### src/rtl/fifo_read_prefetch.sv
// -----------------------------------------------------------------------------
// fifo_read_prefetch
//   Downstream read stage of a two-port-RAM FIFO. It issues reads into the
//   FIFO storage only while a skid slot is guaranteed for the returning word,
//   tracks the reads in flight with a LATENCY-deep valid pipe, captures each
//   returned word into a small circular skid buffer and presents the head of
//   that buffer to the consumer with first-word fall-through.
//
// Ports
//   i_clk            rising-edge clock
//   i_rst_n          asynchronous, active-low reset; all state cleared while low
//   i_src_empty      storage has no readable word
//   o_src_rd_en      read strobe to storage, one word per cycle high
//   i_src_rd_data    storage read data, valid LATENCY cycles after o_src_rd_en
//   i_flush          synchronous discard of skid contents and in-flight reads
//   o_out_valid      o_out_data holds a word
//   i_out_ready      consumer ready
//   o_out_data       head word of the skid buffer (0 when empty)
//   o_out_count      registered skid occupancy
//   o_state          FSM state: 00 IDLE, 01 FILL, 10 STALL, 11 DRAIN
//   o_overflow_err   sticky; a return arrived while the skid was full with no pop
//
// Handshake: a word transfers on every rising edge where o_out_valid and
//   i_out_ready are both high; o_out_valid never depends on i_out_ready, and
//   o_out_data stays stable while o_out_valid is high and no transfer occurs.
// -----------------------------------------------------------------------------
module fifo_read_prefetch #(
    parameter int DATA_WIDTH = 8,
    parameter int LATENCY    = 3,
    parameter int SKID_DEPTH = 4,
    localparam int CNT_W     = $clog2(SKID_DEPTH + 1)
) (
    input  logic                  i_clk,
    input  logic                  i_rst_n,
    input  logic                  i_src_empty,
    output logic                  o_src_rd_en,
    input  logic [DATA_WIDTH-1:0] i_src_rd_data,
    input  logic                  i_flush,
    output logic                  o_out_valid,
    input  logic                  i_out_ready,
    output logic [DATA_WIDTH-1:0] o_out_data,
    output logic [CNT_W-1:0]      o_out_count,
    output logic [1:0]            o_state,
    output logic                  o_overflow_err
);

    localparam int PTR_W = (SKID_DEPTH > 1) ? $clog2(SKID_DEPTH) : 1;
    localparam int INF_W = $clog2(LATENCY + 1);
    localparam int SUM_W = $clog2(SKID_DEPTH + LATENCY + 1);

    localparam logic [1:0] ST_IDLE  = 2'b00;
    localparam logic [1:0] ST_FILL  = 2'b01;
    localparam logic [1:0] ST_STALL = 2'b10;
    localparam logic [1:0] ST_DRAIN = 2'b11;

    logic [LATENCY-1:0]    r_pipe;
    logic [LATENCY-1:0]    w_pipe_next;
    logic [DATA_WIDTH-1:0] r_mem [SKID_DEPTH];
    logic [PTR_W-1:0]      r_rd_ptr;
    logic [PTR_W-1:0]      r_wr_ptr;
    logic [CNT_W-1:0]      r_count;
    logic [CNT_W-1:0]      w_count_next;
    logic [1:0]            r_state;
    logic [1:0]            w_state_next;
    logic                  r_overflow_err;
    logic [INF_W-1:0]      w_inflight;
    logic [INF_W-1:0]      w_inflight_next;
    logic [SUM_W-1:0]      w_occ;
    logic [SUM_W-1:0]      w_occ_next;
    logic                  w_rd_en;
    logic                  w_tail;
    logic                  w_full;
    logic                  w_pop;
    logic                  w_push_req;
    logic                  w_push;
    logic                  w_ovf;

    function automatic logic [INF_W-1:0] popcount(input logic [LATENCY-1:0] v);
        logic [INF_W-1:0] n;
        n = '0;
        for (int i = 0; i < LATENCY; i++) begin
            n = n + INF_W'(v[i]);
        end
        return n;
    endfunction

    // Wrap explicitly so non-power-of-2 depths work.
    function automatic logic [PTR_W-1:0] ptr_inc(input logic [PTR_W-1:0] p);
        return (p == PTR_W'(SKID_DEPTH - 1)) ? '0 : p + 1'b1;
    endfunction

    assign w_inflight = popcount(r_pipe);
    assign w_occ      = SUM_W'(r_count) + SUM_W'(w_inflight);

    // A read is issued only if every slot it could land in is already free
    // counting words held and words in flight. A same-cycle pop earns no
    // credit, so a word holds its credit from issue until the edge that pops it.
    assign w_rd_en = i_rst_n & ~i_src_empty & ~i_flush & (w_occ < SUM_W'(SKID_DEPTH));

    assign w_tail     = r_pipe[LATENCY-1];
    assign w_full     = (r_count == CNT_W'(SKID_DEPTH));
    assign w_pop      = (r_count != '0) & i_out_ready & ~i_flush;
    assign w_push_req = w_tail & ~i_flush;
    // At full, a push fits only because the same edge frees the head slot.
    assign w_push     = w_push_req & (~w_full | w_pop);
    assign w_ovf      = w_push_req & w_full & ~w_pop;

    always_comb begin
        w_pipe_next    = r_pipe << 1;
        w_pipe_next[0] = w_rd_en;
        if (i_flush) begin
            w_pipe_next = '0;
        end
    end

    always_comb begin
        w_count_next = r_count;
        if (i_flush) begin
            w_count_next = '0;
        end else if (w_push && !w_pop) begin
            w_count_next = r_count + 1'b1;
        end else if (w_pop && !w_push) begin
            w_count_next = r_count - 1'b1;
        end
    end

    assign w_inflight_next = popcount(w_pipe_next);
    assign w_occ_next      = SUM_W'(w_count_next) + SUM_W'(w_inflight_next);

    // Next state looks at next-cycle occupancy. A flush zeroes occupancy, so
    // it naturally lands in IDLE (source empty) or FILL (source has data).
    always_comb begin
        w_state_next = ST_IDLE;
        if (i_src_empty) begin
            w_state_next = (w_occ_next == '0) ? ST_IDLE : ST_DRAIN;
        end else begin
            w_state_next = (w_occ_next < SUM_W'(SKID_DEPTH)) ? ST_FILL : ST_STALL;
        end
    end

    always_ff @(posedge i_clk or negedge i_rst_n) begin
        if (!i_rst_n) begin
            r_pipe         <= '0;
            r_rd_ptr       <= '0;
            r_wr_ptr       <= '0;
            r_count        <= '0;
            r_state        <= ST_IDLE;
            r_overflow_err <= 1'b0;
        end else begin
            r_pipe  <= w_pipe_next;
            r_count <= w_count_next;
            r_state <= w_state_next;
            if (i_flush) begin
                r_rd_ptr <= '0;
                r_wr_ptr <= '0;
            end else begin
                if (w_push) r_wr_ptr <= ptr_inc(r_wr_ptr);
                if (w_pop)  r_rd_ptr <= ptr_inc(r_rd_ptr);
            end
            if (w_ovf) begin
                r_overflow_err <= 1'b1;
            end
        end
    end

    // Storage array needs no reset: an entry is only visible once counted.
    always_ff @(posedge i_clk) begin
        if (w_push) begin
            r_mem[r_wr_ptr] <= i_src_rd_data;
        end
    end

    assign o_src_rd_en    = w_rd_en;
    assign o_out_valid    = (r_count != '0);
    assign o_out_data     = (r_count != '0) ? r_mem[r_rd_ptr] : '0;
    assign o_out_count    = r_count;
    assign o_state        = r_state;
    assign o_overflow_err = r_overflow_err;

endmodule
### config.mk
export PLATFORM = sky130hd
export DESIGN_NAME = fifo_read_prefetch
export DESIGN_NICKNAME = d
export VERILOG_FILES = /design/src/rtl/fifo_read_prefetch.sv
export SDC_FILE = /design/constraint.sdc
export NUM_CORES = 1
export LEC_CHECK = 0
export CORE_MARGIN = 1
export CORE_UTILIZATION = 45
export CTS_CLUSTER_SIZE = 10
export DETAILED_ROUTE_END_ITERATION = 10
export GPL_TIMING_DRIVEN = 0
export PLACE_DENSITY = 0.7
export SYNTH_ARGS = -nofsm -noshare
export SYNTH_HDL_FRONTEND = slang
export SYNTH_SLANG_ARGS = --single-unit
### constraint.sdc
create_clock -name i_clk -period 4.3 [get_ports i_clk]
set_clock_uncertainty 0.05 [all_clocks]
set_input_delay 0.645 -clock i_clk [delete_from_list [all_inputs] [get_ports i_clk]]
set_output_delay 0.645 -clock i_clk [all_outputs]
set_load 0.02 [all_outputs]
==> metrics.yaml <==
cts:
  clk_pin_slew_ps: 90
  cts.sinks: 45
  cts_made_buffers: 5
  cts_max_level: 2
  clkLatencyLatePin_ps: 290
  cts_tree: "built"
  hold_buffers: 0
  cts_buffer_depth: 2
  cts-root-buf: "clkbuf_8"
yosys:
  synth_common_cells: "edfxtp_1 (32), inv_1 (14), and2_1 (13), dfrtp_1 (13), ha_1 (10)"
  synth_edf_count: 32
  syn-mean-instance-area_um2: 14.5
  synthCells: 148
  synth_area_um2: 2150
  synth.top_cell.area_share_pct: 44.7
  syn_nets: 174
  ys.flop_type: "edfxtp_1"
  ys_seq_elements: 45
  synth_most_common_cell: "edfxtp_1"
  ys.warnings.count: 0
  async_flop_share_pct: 28.9
  synth_area_leaders: "edfxtp_1 (45%), dfrtp_1 (15%), mux4_2 (8.4%)"
  synth_cell_types: 37
  yosys.area.top_type: "edfxtp_1"
  synth-seq-area-share_pct: 59.8
min_path:
  hold_path.class: "register to register"
  min_path_cells: 1
place:
  port_buffers: 28
  dp.final_hpwl_um: 2850
  dpl_cell_area_um2: 2500
  place_ws_ps: 89.0
  gp_congestion: 0.820
finish:
  final.fill_count: 360
  areaGrowthSynthToFinish_pct: 21.8
  drive_above_1_share_pct: 13.0
  fin_area_um2: 2620
  nets: 210
  diodes: 0
worst_setup_path:
  cp.arrival_ps: 4160
  end_kind: "register"
  worstPathRequired_ps: 4410
  crit_path_start_kind: "register"
  worstPathMaxFanout: 3
  reg2regPathDepth: 16
  worstSetupPathType: "register to register"
route:
  drc: 3
  post_drt_wl_per_cell_um: 16.5
  dr.pass1.iters: 9
  via_per_inst: 5.40
  final_antenna_net_count: 0
  drt_iter0_drc: 76
  vias: 1280
  drt-total-wl_um: 3910
floorplan:
  initial_core_util_pct: 48.1
  die-area_um2: 5060
  die_h_um: 71.1
  io_pins: 29
  std_cell_rows: 24
  coreArea_um2: 4470
  die_w_um: 71.1
run_status:
  status: "finished, violations left"
  violations: "DRC"
sta:
  setup_viol: 0
  worst_slew_pin_slew_ps: 642
  max_slew_margin_pct: 57.1
  final_hold_viol_count: 0
  fmax_mhz: 247
  worst_slack_ps: 258
  fin_crit_sh_pct: 94.0
  min_period_ps: 4040
  drv_slew: 0
  tns_ps: 0
grt:
  antenna_found_initial: 0
  grt_pass1_wl_um: 6700
  grt_use_total_pct: 17.5
  first_global_vias: 1417
  overflow: 0
  grt_max_degree: 16
flow_run:
  maxCapViolations: 0
power:
  powerDensity_nw_per_um2: 565
  leakage_nw: 0.982
  ir_drop_mv: 0.365
  p_total_mw: 1.48
[final timing paths]
path	startpoint	end	slack (ps)
max	o_out_count[0]	o_state[0]	260
min reg2reg	o_overflow_err	o_overflow_err	470
min	o_overflow_err	o_overflow_err	470
max in group asynchronous	i_rst_n	r_rd_ptr[1]	3090
max reg2reg	o_out_count[0]	o_state[0]	260
min in group asynchronous	i_rst_n	r_pipe[0]	690
[metal layers]
layer / vias to the layer above / share of wire [%] / global-route usage (%)
li1: 609 / - / -
met1: 645 / 44 / 23.1
met2: 24 / 53 / 29.4
met3: 2 / 2.8 / 3.42
met4: 0 / 0.43 / 5.56
met5: - / 0 / 0
[registers in the layout, indices dropped and copies added (netlist names)]
name	flops
r_rd_ptr	2
r_mem	32
r_pipe	3
o_state	2
o_overflow_err	1
r_wr_ptr	2
o_out_count	3
[where the power goes]
group | leakage, nW | switching, mW | internal (mW)
Clock | 0.0518 | 0.139 | 0.171
Sequential | 0.461 | 0.0172 | 0.495
Combinational | 0.469 | 0.346 | 0.312
Total | 0.982 | 0.502 | 0.978
[what timing repair did]
item	4_1_cts	5_1_grt
setup buffers	0	1
gates resized for setup	0	1
endpoints found under the hold margin	0	0
setup endpoints to repair	0	1
[through the flow]
step	cells	hold slack (ps)	utilization [%]
floorplan	148	299	-
global placement	228	435	55.8
detailed placement	228	438	55.8
CTS	236	470	58.2
global route	237	490	58.6
finish	237	472	58.6
[cell families (layout without fill, tap and decap cells)]
| logic type | after synthesis | after routing | share of synthesized area (%) |
|---|---|---|---|
| xor gates and xnor gates | 3 | 3 | 1.22 |
| buffers and inverters | 20 | 57 | 3.66 |
| AOI/OAI and AO/OA | 17 | 17 | 6.52 |
| and+or+nand+nor | 41 | 41 | 11.3 |
| muxes | 9 | 9 | 8.90 |
| adders and majority gates | 13 | 13 | 8.61 |
| DFF | 45 | 45 | 59.8 |
[cells in the final DEF (no fill, tap or decap), drive strengths merged, types with 4 or more instances in the layout]
master / n
clkbuf: 8
edfxtp: 32
and2: 13
buf: 4
ha: 10
nand2: 9
dfrtp: 13
mux4: 8
inv: 14
clkdlybuf4s50: 28
[worst max-delay path, cell delays in order (launching register included)]
cell and delay (ps):
dfrtp_1 370, inv_1 90, fa_1 430, inv_1 70, ha_1 220, a31oi_1 200
xnor2_1 120, nor4b_2 340, inv_1 100, fa_1 440, inv_1 70, ha_1 130
inv_1 40, fa_1 420, o311a_1 150, a221oi_2 310, mux2_1 370
[area by class of cell]
class                   instances  area [µm²]  share of cell area (%)
inverters                      14        52.6                    2.01
plain buffers                   6        26.3                    1.00
flip-flops and latches         45        1290                    49.1
clock inverters                 3        41.3                    1.58
clock buffers                   5        68.8                    2.63
repair buffers                 29         288                    11.0
well taps                      52        65.1                    2.48
multi-input cells              83         792                    30.2
Power figures use the tool's default switching activity.
